### src/rtl/inst_prefetch_queue.sv
// Instruction prefetch queue: sequential word fetches over a req/ack ROM bus,
// buffered as {pc, inst} pairs and handed to If2Id with valid/ready; flush redirects.
module inst_prefetch_queue #(
  parameter int unsigned DEPTH    = 4,
  parameter logic [31:0] RESET_PC = 32'h1c000000
) (
  input  logic        clk,
  input  logic        rst,
  output logic        rom_req_o,
  output logic [31:0] rom_addr_o,
  input  logic        rom_ack_i,
  input  logic [31:0] rom_data_i,
  output logic        inst_valid_o,
  output logic [31:0] inst_o,
  output logic [31:0] pc_o,
  input  logic        inst_ready_i,
  input  logic        flush_i,
  input  logic [31:0] flush_pc_i
);

  localparam int unsigned AW = $clog2(DEPTH);
  localparam int unsigned CW = AW + 1;

  typedef enum logic [1:0] {
    S_IDLE  = 2'd0,
    S_REQ   = 2'd1,
    S_DRAIN = 2'd2
  } state_t;

  state_t        r_state;
  logic [31:0]   r_fetch_pc;
  logic [AW-1:0] r_rd_ptr;
  logic [AW-1:0] r_wr_ptr;
  logic [CW-1:0] r_count;
  logic [31:0]   r_mem_inst [DEPTH];
  logic [31:0]   r_mem_pc   [DEPTH];

  logic          w_push;
  logic          w_pop;
  logic          w_room;
  logic [CW-1:0] w_count_next;
  logic [AW-1:0] w_rd_next;
  logic [AW-1:0] w_wr_next;
  logic [31:0]   w_flush_pc;
  logic [31:0]   w_pc_inc;
  logic [31:0]   w_head_inst;
  logic [31:0]   w_head_pc;

  // FIFO bookkeeping and next head entry; a push into an emptying FIFO bypasses storage
  always_comb begin
    w_push       = (r_state == S_REQ) && rom_ack_i && !flush_i;
    w_pop        = inst_valid_o && inst_ready_i && !flush_i;
    w_count_next = r_count + CW'(w_push) - CW'(w_pop);
    w_rd_next    = r_rd_ptr + AW'(w_pop);
    w_wr_next    = r_wr_ptr + AW'(w_push);
    w_room       = w_count_next < CW'(DEPTH);
    w_flush_pc   = flush_pc_i & ~32'h3;
    w_pc_inc     = r_fetch_pc + 32'd4;
    w_head_inst  = r_mem_inst[w_rd_next];
    w_head_pc    = r_mem_pc[w_rd_next];
    if (w_push && (r_wr_ptr == w_rd_next)) begin
      w_head_inst = rom_data_i;
      w_head_pc   = r_fetch_pc;
    end
  end

  always_ff @(posedge clk) begin
    if (w_push) begin
      r_mem_inst[r_wr_ptr] <= rom_data_i;
      r_mem_pc[r_wr_ptr]   <= r_fetch_pc;
    end
  end

  always_ff @(posedge clk) begin
    if (rst) begin
      r_state      <= S_IDLE;
      r_count      <= '0;
      r_rd_ptr     <= '0;
      r_wr_ptr     <= '0;
      r_fetch_pc   <= RESET_PC;
      rom_req_o    <= 1'b0;
      rom_addr_o   <= RESET_PC;
      inst_valid_o <= 1'b0;
      inst_o       <= '0;
      pc_o         <= '0;
    end else if (flush_i) begin
      r_count      <= '0;
      r_rd_ptr     <= '0;
      r_wr_ptr     <= '0;
      r_fetch_pc   <= w_flush_pc;
      inst_valid_o <= 1'b0;
      inst_o       <= '0;
      pc_o         <= '0;
      // An un-acked request must complete at its old address before redirecting
      case (r_state)
        S_REQ, S_DRAIN: begin
          rom_req_o <= 1'b1;
          if (rom_ack_i) begin
            r_state    <= S_REQ;
            rom_addr_o <= w_flush_pc;
          end else begin
            r_state <= S_DRAIN;
          end
        end
        default: begin
          r_state    <= S_REQ;
          rom_req_o  <= 1'b1;
          rom_addr_o <= w_flush_pc;
        end
      endcase
    end else begin
      r_count      <= w_count_next;
      r_rd_ptr     <= w_rd_next;
      r_wr_ptr     <= w_wr_next;
      inst_valid_o <= (w_count_next != '0);
      inst_o       <= (w_count_next != '0) ? w_head_inst : 32'd0;
      pc_o         <= (w_count_next != '0) ? w_head_pc : 32'd0;
      case (r_state)
        S_IDLE: begin
          if (w_room) begin
            r_state    <= S_REQ;
            rom_req_o  <= 1'b1;
            rom_addr_o <= r_fetch_pc;
          end
        end
        S_REQ: begin
          if (rom_ack_i) begin
            r_fetch_pc <= w_pc_inc;
            rom_addr_o <= w_pc_inc;
            r_state    <= w_room ? S_REQ : S_IDLE;
            rom_req_o  <= w_room;
          end
        end
        S_DRAIN: begin
          if (rom_ack_i) begin
            r_state    <= S_REQ;
            rom_req_o  <= 1'b1;
            rom_addr_o <= r_fetch_pc;
          end
        end
        default: begin
          r_state   <= S_IDLE;
          rom_req_o <= 1'b0;
        end
      endcase
    end
  end

endmodule

### config.mk
export PLATFORM = sky130hd
export DESIGN_NAME = inst_prefetch_queue
export DESIGN_NICKNAME = d
export VERILOG_FILES = /design/src/rtl/inst_prefetch_queue.sv
export SDC_FILE = /design/constraint.sdc
export NUM_CORES = 1
export LEC_CHECK = 0
export ABC_AREA = 1
export CAP_MARGIN = 30
export CORE_ASPECT_RATIO = 0.8
export CORE_MARGIN = 4
export CORE_UTILIZATION = 61
export CTS_BUF_LIST = sky130_fd_sc_hd__clkbuf_16
export CTS_CLUSTER_SIZE = 24
export DETAILED_ROUTE_END_ITERATION = 10
export HOLD_SLACK_MARGIN = 0.05
export PLACE_DENSITY_LB_ADDON = 0.1
export SYNTH_ARGS = -nofsm -noshare
export SYNTH_HDL_FRONTEND = slang
export SYNTH_SLANG_ARGS = --single-unit
### constraint.sdc
create_clock -name clk -period 9.8 [get_ports clk]
set_input_delay 0.98 -clock clk [delete_from_list [all_inputs] [get_ports clk]]
set_output_delay 0.98 -clock clk [all_outputs]
set_load 0.005 [all_outputs]
======== Word level (Yosys, flattened, before mapping) ========
Memory sizes are Yosys's and may differ from the RTL's. A register that Yosys moved wholly into a read port is not among the register bits.
Cells that the tools add are included.
word-level totals
  RAM bits ................................ 256
  register bits ........................... 75
  word-level logic and storage cells ...... 66
  output and inout port bits .............. 98
  input port bits ......................... 69
  memories kept ........................... 2
cells by class
  order comparisons ....................... 1
  reduce and logical (&&, ||, !) cells .... 17
  multiplexer cells ....................... 25
  bitwise logic cells ..................... 1
  add/subtract/negate cells ............... 5
  eq/ne operators ......................... 6
memory list
  name        words  bits a word  read ports  clocked after Yosys merged registers in  wr ports  RTL line  text
  r_mem_inst  4      32           1           1                                        1         35        logic [31:0] r_mem_inst [DEPTH];
  r_mem_pc    4      32           1           1                                        1         36        logic [31:0] r_mem_pc [DEPTH];
operators by type and width
  operator               count
  $mux 32                9
  $pmux 32 s3            1
  $add 32x3->32 const B  1
  $mux 2                 6
  $ne 3x3->1 const B     4
  $mux 1                 7
  $pmux 2 s3             1
  $reduce_and 5->1       1
  $add 2x1->2            2
  $logic_and 1x1->1      4
  $reduce_and 2->1       2
  $reduce_bool 2->1      2
  $reduce_bool 4->1      1
  $reduce_or 2->1        2
  $add 3x1->3            1
  $lt 3x3->1 const B     1
  $pmux 1 s3             1
  $reduce_and 3->1       1
  $reduce_bool 3->1      1
  $reduce_or 3->1        1
  $sub 3x1->3            1
  $eq 2x1->1 const B     1
  $eq 2x2->1 const B     1
  $logic_not 2->1        1
  2 further kinds        2

======== Logic depth before layout (Yosys ltp) ========
Gate-level depths: netlist of run 1.
  depth after elaboration ................. 10
  depth in mapped cells ................... 21
  depth with buffers taken out ............ 20

======== Worst setup path before layout of run 1 ========
OpenSTA, ideal clock, no wires.
  kind .................................... input -> register
  start point ............................. in rom_ack_i
  end point ............................... mem r_mem_inst[2][0], enable pin
  buffers on the path ..................... 1
  path slack .............................. 3.590 ns
  required time ........................... 9.241 ns
  arrival time ............................ 5.651 ns
  cell stages on the path ................. 5
  setup time .............................. 0.559 ns
  cells stage by stage .................... buf_2 > nand2_1 > nor2_1 > inv_1 > nor3_1
between the ends
  longest elaborated chain between the ends .. 4
RTL lines
  element                         RTL line  text
  from (decl)                     11        input logic rom_ack_i,
  $logic_and 1x1->1 (2 in a row)  51        w_push = (r_state == S_REQ) && rom_ack_i && !flush_i;
  $mux 1                          68        if (w_push) begin
  $mux 1 (implied by the code)    69        r_mem_inst[r_wr_ptr] <= rom_data_i;
  to (decl)                       35
No other way between the ends.

======== Worst setup path in the final report of run 1 ========
  start point ............................. in rom_ack_i
  end point ............................... reg inst_o[12] (read register of r_mem_inst)
between the ends
  longest elaborated chain between the ends .. 7
RTL lines
  element                         RTL line  text
  $logic_and 1x1->1 (2 in a row)  51
  $add 3x1->3                     53        w_count_next = r_count + CW'(w_push) - CW'(w_pop);
  $sub 3x1->3                     53
  $reduce_bool 3->1               116       inst_o <= (w_count_next != '0) ? w_head_inst : 32'd0;
  $not 1->1 (no line)             -
  $reduce_or 3->1 (no line)       -
  to (decl)                       14        output logic [31:0] inst_o,
No other way between the ends.
A chain may end at the register's enable or synchronous reset.

==> results of run 1 <==
where the power goes:
group	total [mW]	internal, mW	switching [mW]	leakage, nW
Combinational	0.306	0.132	0.174	3.67
Clock	1.36	0.782	0.579	0.623
Sequential	1.80	1.76	0.0426	3.33
flip-flops by register name (all words and copies together), names as in the netlist:
| name | flops |
|---|---|
| r_rd_ptr | 2 |
| inst_valid_o | 1 |
| r_mem_pc | 120 |
| r_wr_ptr | 2 |
| rom_req_o | 1 |
| pc_o | 30 |
| r_count | 3 |
| r_fetch_pc | 30 |
| inst_o | 32 |
| rom_addr_o | 30 |
| r_mem_inst | 128 |
| r_state | 2 |
cells in the final DEF (no fill, tap or decap), types with 4 or more instances in the layout:
| cell type | count |
|---|---|
| clkdlybuf4s50_1 | 160 |
| nand3_1 | 58 |
| nor2_1 | 181 |
| o211ai_1 | 12 |
| a21boi_0 | 4 |
| edfxtp_1 | 248 |
| dfxtp_1 | 133 |
| nor3_2 | 5 |
| mux2_2 | 62 |
| buf_4 | 18 |
| xor2_1 | 6 |
| nor3_1 | 5 |
| conb_1 | 4 |
| a31oi_1 | 13 |
| ha_1 | 8 |
| a21oi_1 | 52 |
| nand4_1 | 12 |
| inv_1 | 116 |
| clkbuf_16 | 38 |
| clkinv_1 | 6 |
| o21ai_0 | 83 |
| nand2_1 | 615 |
per-stage QoR:
| step | setup WS (ns) | area, um^2 | hold WS (ns) | util |
|---|---|---|---|---|
| floorplan | 3.590 | 16240 | 0.4600 | - |
| global placement | 4.160 | 18090 | 0.4594 | 0.6890 |
| detailed placement | 4.054 | 18090 | 0.4577 | 0.6890 |
| CTS | 4.586 | 19250 | 0.4680 | 0.7332 |
| global route | 4.182 | 19250 | 0.4900 | 0.7332 |
| finish | 4.586 | 19250 | 0.4659 | 0.7332 |
cell families (layout without fill, tap and decap cells):
kind of cell    Yosys count  count (layout)  synth area share
compound gates          173             173           0.05828
xor+xnor                 10              10          0.006553
fa+ha+maj                10              10          0.008171
buf+inv                 186             348           0.04640
flops                   381             381            0.6228
mux                      62              62           0.04301
other cells               1               4         0.0002310
simple gates            887             887            0.2145
cell type report:
| class | instances | area (um^2) |
|---|---|---|
| Sequential cell | 381 | 10110 |
| Fill cell | 1909 | 7007 |
| Multi-Input combinational cell | 1146 | 5413 |
| Timing Repair Buffer | 178 | 1737 |
| Clock buffer | 38 | 950.9 |
| Tap cell | 357 | 446.7 |
| Inverter | 103 | 387.9 |
| Clock inverter | 29 | 209.0 |
worst min-delay path by stage:
stage / from / endpoint / cells after the start
finish: rom_addr_o[4]$_SDFFE_PP0P_ / rom_addr_o[4]$_SDFFE_PP0P_ / 2
global route: rom_addr_o[4]$_SDFFE_PP0P_ / rom_addr_o[4]$_SDFFE_PP0P_ / 2
CTS: rom_addr_o[10]$_SDFFE_PP0P_ / rom_addr_o[10]$_SDFFE_PP0P_ / 2
detailed placement: rom_addr_o[4]$_SDFFE_PP0P_ / rom_addr_o[4]$_SDFFE_PP0P_ / 2
global placement: rom_addr_o[4]$_SDFFE_PP0P_ / rom_addr_o[4]$_SDFFE_PP0P_ / 2
floorplan: rom_addr_o[3]$_SDFFE_PP0P_ / rom_addr_o[3]$_SDFFE_PP0P_ / 2
worst register-to-register path: stages, from the launching register on:
cell	delay, ns
dfxtp_1	0.34
inv_1	0.10
ha_1	0.52
nand2_1	0.14
nor2_1	0.11
buf_4	0.23
inv_1	0.21
ha_1	0.33
inv_1	0.04
ha_1	0.19
fa_1	0.38
inv_1	0.06
nand2_1	0.06
nand2_1	0.05
nand2_1	0.06
nand2_1	0.08
inv_1	0.05
nand3_1	0.06
nand2_1	0.25
inv_1	0.79
buf_4	0.47
o21ai_0	0.19
nor2_1	0.13
routing by layer:
metal  vias up  wire (um)  GRT usage
li1       5882          -          -
met2       433      17990     0.4204
met4         0        767    0.06496
met5         -          0          0
met1      5624      16610     0.3630
met3        67       2846    0.04222
==> results.json, run 1 <==
{
  "io_pins": 167,
  "syn_area_per_cell_um2": 9.492,
  "post_cts.repair.setup_buffers": 0,
  "hold_class": "reg2reg",
  "die_area_um2": 29300,
  "cts_tree": "done",
  "nets": 1926,
  "setup.worst_path.end": "inst_o[12]$_SDFF_PP0_",
  "end_kind": "flip-flop",
  "cpMaxStageDelayCell": "clkdlybuf4s50_1",
  "synth_top_area_frac": 0.4588,
  "synth_flop_cell": "edfxtp_1",
  "leakagePower_nw": 7.623,
  "maxSlewHeadroom": 0.3314,
  "async_flop_share": 0,
  "rows": 53,
  "antenna_found_initial": 0,
  "cap_violations": 0,
  "crit_family": "buffers and inverters",
  "r2r-end": "inst_o[12]$_SDFF_PP0_",
  "die_w_um": 190.4,
  "n_antenna_cell": 0,
  "ir_drop_uv": 132.6,
  "synth_edf_count": 248,
  "worst_setup_path_start_kind": "primary input",
  "start_util": 0.6181,
  "grt_overflow": 0,
  "path_depth": 21,
  "numCtsBuffers": 37,
  "place_congestion": 0.9632,
  "finalClockSkew_ns": 0.01417,
  "grt_max_degree": 85,
  "vias": 12006,
  "tightest_slew_ns": 1.003,
  "crit_chain": "clkdlybuf4s50_1 > nand2_1 > nor2_1 > buf_4 > inv_1 > ha_1 > inv_1 > ha_1 > fa_1 > inv_1 > nand2_1 > nand2_1 > nand2_1 > nand2_1 > inv_1 > nand3_1 > nand2_1 > inv_1 > buf_4 > o21ai_0 > nor2_1",
  "ys_types": 38,
  "root_buffer": "clkbuf_16",
  "path_class": "in2reg",
  "synth_top_area_cell": "edfxtp_1",
  "cp.buffers_inverters": 8,
  "power_density_nw_per_um2": 180.1,
  "synth_warnings": 0,
  "p_total_mw": 3.468,
  "path_clk_slew_ns": 0.06,
  "slowest_delay_ns": 0.80,
  "status": "finished, final reports clean",
  "core_um2": 26260,
  "finalHoldViolations": 0,
  "clockBufferDepth": 3,
  "path_common_cell": "nand2_1",
  "rrSetupSlack_ns": 4.89,
  "synth_area_um2": 16230,
  "htree_levels": 2,
  "worstReg2RegStart": "r_state[1]$_SDFFE_PP0P_",
  "finalNonFillerCells": 2232,
  "syn_to_final_growth_pct": 18.62,
  "cp-startpoint": "rom_ack_i",
  "via_per_inst": 5.379,
  "place_inst": 2165,
  "hold_buffers": 0,
  "grt_pass1_wl_um": 60350,
  "cp.required_ns": 10.26,
  "dr.pass1.iters": 5,
  "clock_latency_ns": 0.52,
  "portBuffers": 160,
  "dpl.hpwl_um": 23050,
  "route.detailed.drc": 0,
  "rsz0062_at_grt": "false",
  "synth_seq_cells": 381,
  "fmax_ghz": 0.1918,
  "finalSetupTns_ns": 0,
  "finalSetupViolCount": 0,
  "wl_per_cell_um": 17.12,
  "synth_commonest_cells": "nand2_1 (615), edfxtp_1 (248), nor2_1 (181), dfxtp_1 (133), inv_1 (100)",
  "critPathArrivalTime_ns": 5.67,
  "ant_nets": 0,
  "routed_wl_um": 38210,
  "period_share": 0.5320,
  "fin_crit_ns": 5.214,
  "r2r_cells": 22,
  "synth_seq_area_share": 0.6228,
  "grt_usage": 0.2566,
  "finalMaxSlewViolations": 0,
  "cts.sinks": 381,
  "die-height_um": 153.9,
  "dr.first_iter.drc_count": 1007,
  "synth_most_common_cell": "nand2_1",
  "grt_pass1_vias": 11539,
  "drive_gt1_frac": 0.07680,
  "cp_max_fo": 29,
  "synth.area.top_cells": "edfxtp_1 (46%), dfxtp_1 (16%), nand2_1 (14%)",
  "synthCells": 1710,
  "cts_resized": 0
}
No activity file was read; power rests on OpenSTA's default activity.
==> run 2, diff against run 1 <==
- CORE_UTILIZATION: 61 -> 57
- clock period: 9.8 -> 5 ns (I/O delays scaled with it)
==> run 2 against run 1 <==
  * Non-clock buffer count is 11 higher
  * Register-to-register slack worse by 3.6 ns
  * Final area increased by 0.93%
  * Sequential share of layout area is 0.48 points lower
  * Total power grew 100%
  * Hold slack is essentially flat
  * Critical endpoint is now inst_o[3]$_SDFF_PP0_
==> results.json, run 2 (synthesis results as in run 1) <==
{
  "status": "finished, final reports clean",
  "start_util": 0.5874,
  "cts_resized": 0,
  "clockBufferDepth": 3,
  "finalHoldViolations": 0,
  "core_um2": 27630,
  "dr.pass1.iters": 6,
  "seqCellArea_um2": 10110,
  "slowest_delay_ns": 0.69,
  "grt_usage": 0.2486,
  "crit_chain": "clkdlybuf4s50_1 > nor2_1 > inv_1 > ha_1 > inv_1 > ha_1 > fa_1 > inv_1 > nand2_1 > nand2_1 > nand2_1 > nand2_1 > inv_1 > nand3_1 > nand2_1 > buf_4 > inv_1 > buf_4 > o21ai_0 > nor2_1",
  "hold_buffers": 0,
  "wl_per_cell_um": 17.60,
  "numCtsBuffers": 38,
  "grt_overflow": 0,
  "maxSlewHeadroom": 0.3365,
  "finalClockSkew_ns": 0.02199,
  "finish.instance_area_um2": 19430,
  "cap_violations": 0,
  "die-height_um": 158.9,
  "fmax_ghz": 0.2591,
  "period_share": 0.7718,
  "cpMaxStageDelayCell": "clkdlybuf4s50_1",
  "worst_setup_path_start_kind": "primary input",
  "leakagePower_nw": 7.690,
  "path_class": "in2reg",
  "layout_commonest_cell": "nand2_1",
  "vias": 12182,
  "grt_pass1_vias": 11989,
  "grt_pass1_wl_um": 63020,
  "cts.sinks": 381,
  "placed_cell_area_um2": 18180,
  "nets": 1938,
  "n_antenna_cell": 0,
  "via_per_inst": 5.409,
  "routed_wl_um": 39640,
  "fill_cells": 2066,
  "tightest_slew_ns": 0.9952,
  "htree_levels": 2,
  "syn_to_final_growth_pct": 19.72,
  "cp.required_ns": 5.43,
  "finalMaxSlewViolations": 0,
  "final_cell_mix": "nand2_1 (615), edfxtp_1 (248), nor2_1 (181), clkdlybuf4s50_1 (160), dfxtp_1 (133)",
  "ir_drop_uv": 293.7,
  "critPathArrivalTime_ns": 4.29,
  "portBuffers": 160,
  "cts_tree": "done",
  "io_pins": 167,
  "ant_nets": 0,
  "place_inst": 2183,
  "antenna_found_initial": 0,
  "place_congestion": 0.9341,
  "rows": 54,
  "rsz0062_at_grt": "false",
  "clock_latency_ns": 0.52,
  "end_kind": "flip-flop",
  "power_density_nw_per_um2": 359.7,
  "regMostFlops": "r_mem_inst",
  "finalSetupViolCount": 0,
  "dr.first_iter.drc_count": 1044,
  "dpl.hpwl_um": 24090,
  "post_cts.repair.setup_buffers": 0,
  "route.detailed.drc": 0,
  "path_clk_slew_ns": 0.06,
  "root_buffer": "clkbuf_16",
  "cp_max_fo": 40,
  "largest_register_ffs": 128,
  "drive_gt1_frac": 0.08686,
  "multi_input_area_um2": 5413,
  "die_w_um": 196.7,
  "grt_max_degree": 75,
  "top_regs": "r_mem_inst: 128 flops, r_mem_pc: 120 flops, inst_o: 32 flops",
  "fin_crit_ns": 3.859,
  "die_area_um2": 31260,
  "finalNonFillerCells": 2252,
  "hold_class": "reg2reg"
}
## run 2: worst paths after layout
| check | from | end | slack, ns | depth (start not counted) |
|---|---|---|---|---|
| worst max-delay path | flush_i | inst_o[3]$_SDFF_PP0_ | 1.14 | 20 |
| worst min-delay path | rom_addr_o[4]$_SDFFE_PP0P_ | rom_addr_o[4]$_SDFFE_PP0P_ | 0.47 | 2 |
| worst max register to register | r_state[1]$_SDFFE_PP0P_ | inst_o[3]$_SDFF_PP0_ | 1.26 | 22 |
| worst min register to register | rom_addr_o[4]$_SDFFE_PP0P_ | rom_addr_o[4]$_SDFFE_PP0P_ | 0.47 | 2 |
## run 2: area by class of cell
cell class	instances	share of cell area
clock buffers	39	0.05022
multi-input cells	1146	0.2785
repair buffers	189	0.09362
well taps	364	0.02344
inverters	103	0.01996
clock inverters	30	0.01397
flip-flops and latches	381	0.5202
## run 2: critical path: cells and delay by family
family	cells	cell delay (ns)
AO/OA/AOI/OAI	1	0.20
adder cells (fa/ha/maj)	3	0.91
AND/OR/NAND/NOR	8	0.85
buffers and inverters	8	1.81
## run 2: layer usage
metal  GRT usage  share of wire  wire length (um)
met1      0.3488           0.43             17100
met2      0.4060           0.48             18920
met3     0.04019          0.071              2818
met4     0.07057          0.020               802
met5           0              0                 0
## run 2: per-stage QoR
stage	setup TNS (ns)	utilization	hold slack (ns)	power (mW)	worst slack, ns
after floorplan	-180.94	-	0.4600	3.912	-0.7298
after global placement	0	0.6581	0.4540	4.188	0.7924
after detailed placement	0	0.6581	0.4533	4.204	0.6884
after CTS	0	0.7032	0.4649	7.026	1.129
after global routing	0	0.7032	0.4874	7.241	0.7933
final	0	0.7032	0.4663	6.989	1.141
## run 2: power breakdown
| part | total (mW) | internal, mW | switching (mW) |
|---|---|---|---|
| sequential | 3.53 | 3.45 | 0.0846 |
| combinational | 0.609 | 0.264 | 0.346 |
| clock | 2.85 | 1.68 | 1.17 |
==> run 3, diff against run 2 <==
- CORE_UTILIZATION: 57 -> 51
- clock period: 5 -> 3.3 ns (I/O delays scaled with it)
==> run 3 against run 2 <==
  * Die area up 11%
  * Via count is 0.67% lower
  * First-iteration DRC count shrank 21%
  * Global-route usage down 2.0 points
  * Non-clock buffer count rose by 17
  * Total power up 51%
  * Final cell count is 3.3% higher
  * Sequential cell count is the same
  * Combinational power up 64%
  * Clock power is 48% higher
==> results.json, run 3 (synthesis results as in run 1) <==
{
  "status": "finished, final reports clean",
  "dr.first_iter.drc_count": 825,
  "fmax_ghz": 0.3194,
  "drive_gt1_frac": 0.09706,
  "pre_cts_ws_ns": -0.2093,
  "critPathArrivalTime_ns": 3.59,
  "grt_pass1_vias": 11657,
  "final_cell_mix": "nand2_1 (614), edfxtp_1 (248), nor2_1 (180), clkdlybuf4s50_1 (160), dfxtp_1 (131)",
  "cp_max_fo": 23,
  "largest_register_ffs": 128,
  "placed_cell_area_um2": 18480,
  "nets": 1956,
  "rows": 58,
  "finalClockSkew_ns": 0.01440,
  "clockBufferDepth": 3,
  "numCtsBuffers": 39,
  "maxSlewHeadroom": 0.4176,
  "r2r_cells": 21,
  "syn_to_final_growth_pct": 21.81,
  "fin_crit_ns": 3.131,
  "period_share": 0.9489,
  "ir_drop_uv": 347.9,
  "vias": 12100,
  "regMostFlops": "r_mem_inst",
  "finalMaxSlewViolations": 0,
  "setup.worst_path.end": "rom_addr_o[16]$_SDFFE_PP0P_",
  "ant_nets": 0,
  "finalSetupViolCount": 0,
  "grt_max_degree": 126,
  "power_density_nw_per_um2": 534.2,
  "dr.pass1.iters": 5,
  "portBuffers": 160,
  "start_util": 0.5166,
  "routed_wl_um": 40620,
  "cap_violations": 0,
  "grt_pass1_wl_um": 63970,
  "hold_class": "in2reg",
  "p_total_mw": 10.56,
  "antenna_found_initial": 1,
  "rrSetupSlack_ns": 0.17,
  "grt_overflow": 0,
  "min_path_cells": 3,
  "root_buffer": "clkbuf_16",
  "htree_levels": 2,
  "r2r-end": "rom_addr_o[16]$_SDFFE_PP0P_",
  "finalHoldViolations": 0,
  "io_pins": 167,
  "top_regs": "r_mem_inst: 128 flops, r_mem_pc: 120 flops, inst_o: 32 flops",
  "place_congestion": 0.8723,
  "hold_buffers": 0,
  "clock_latency_ns": 0.53,
  "setup_slack_ns": 0.1687,
  "via_per_inst": 5.202,
  "cp.required_ns": 3.76,
  "cts_tree": "done",
  "wl_per_cell_um": 17.46,
  "grt_usage": 0.2283,
  "cp-startpoint": "r_state[1]$_SDFFE_PP0P_",
  "worstReg2RegStart": "r_state[1]$_SDFFE_PP0P_",
  "end_kind": "flip-flop",
  "tightest_slew_ns": 0.8727,
  "finish.instance_area_um2": 19770,
  "dpl.hpwl_um": 25180,
  "rsz0062_at_grt": "false",
  "postLayoutCoreUtil": 0.6292,
  "die-height_um": 167.6,
  "path_class": "reg2reg",
  "leakagePower_nw": 7.825,
  "layout_commonest_cell": "nand2_1",
  "route.detailed.drc": 0,
  "die_area_um2": 34760,
  "path_clk_slew_ns": 0.06,
  "worst_setup_path_start_kind": "flip-flop",
  "n_antenna_cell": 0,
  "core_um2": 31420,
  "cts.sinks": 381,
  "die_w_um": 207.5
}
==> run 3: cell types whose count changed in the layout (fill, tap and decap cells not counted), moves of 4 or more <==
cell	delta
buf_12	+7
buf_4	+7
inv_1	+5
clkinv_2	-4
nor3_2	-4
nor3_4	+4
==> run 3: repair_timing <==
item | CTS | global route
gates resized for setup | 1 | 14
gates cloned | 0 | 1
setup buffers | 0 | 1
setup endpoints to repair | 3 | 77
pin swaps | 0 | 2
==> run 3: worst max-delay path: stages (launching register included) <==
cell       delay [ns]
dfxtp_2          0.34
inv_2            0.08
ha_4             0.14
nand2_2          0.08
nor2_4           0.16
inv_1            0.07
ha_1             0.27
inv_1            0.04
ha_1             0.18
fa_2             0.34
nand2_1          0.11
nand2_1          0.06
nand2_1          0.07
nand2_1          0.07
buf_4            0.14
nand3_1          0.08
nand4_1          0.20
buf_6            0.20
clkbuf_16        0.19
nand2_1          0.07
nand2_1          0.05
a21oi_1          0.11
==> run 3: report_power, final <==
group	leakage (nW)	internal (mW)	switching, mW
clock network	0.639	2.46	1.75
logic	3.85	0.448	0.553
registers	3.33	5.22	0.126
total	7.83	8.13	2.43
==> run 3: cell type report <==
class | count | area, um^2
inverters | 103 | 390.4
repair buffers | 206 | 2059
flip-flops and latches | 381 | 10110
well taps | 420 | 525.5
multi-input cells | 1146 | 5472
fillers | 2617 | 11650
clock buffers | 39 | 975.9
clock inverters | 31 | 236.5
==> run 3: per-stage QoR <==
step / instances / hold WS [ns] / setup TNS [ns]
6_report: 2326 / 0.4207 / 0
5_1_grt: 2326 / 0.4261 / 0
4_1_cts: 2324 / 0.3860 / 0
3_5_place_dp: 2254 / 0.4594 / -7.390
3_3_place_gp: 2254 / 0.4574 / -5.197
2_1_floorplan: 1713 / 0.4289 / -122.74
==> run 3: how the worst min path moves through the flow <==
| stage | startpoint | slack (ns) | endpoint |
|---|---|---|---|
| floorplan | rom_data_i[0] | 0.43 | r_mem_inst[0][0]$_DFFE_PP_ |
| global placement | rom_addr_o[10]$_SDFFE_PP0P_ | 0.46 | rom_addr_o[10]$_SDFFE_PP0P_ |
| detailed placement | rom_addr_o[10]$_SDFFE_PP0P_ | 0.46 | rom_addr_o[10]$_SDFFE_PP0P_ |
| CTS | flush_pc_i[4] | 0.39 | r_fetch_pc[4]$_SDFFE_PP0P_ |
| global route | flush_pc_i[4] | 0.43 | r_fetch_pc[4]$_SDFFE_PP0P_ |
| finish | flush_pc_i[4] | 0.42 | r_fetch_pc[4]$_SDFFE_PP0P_ |
==> run 3: routing by layer <==
layer  wire length, um  track usage  vias up
met5                 0            0        -
met4               776      0.05661        0
met3              2502      0.03765       62
met2             18980       0.3725      338
met1             18360       0.3234     5722
li1                  -            -     5978
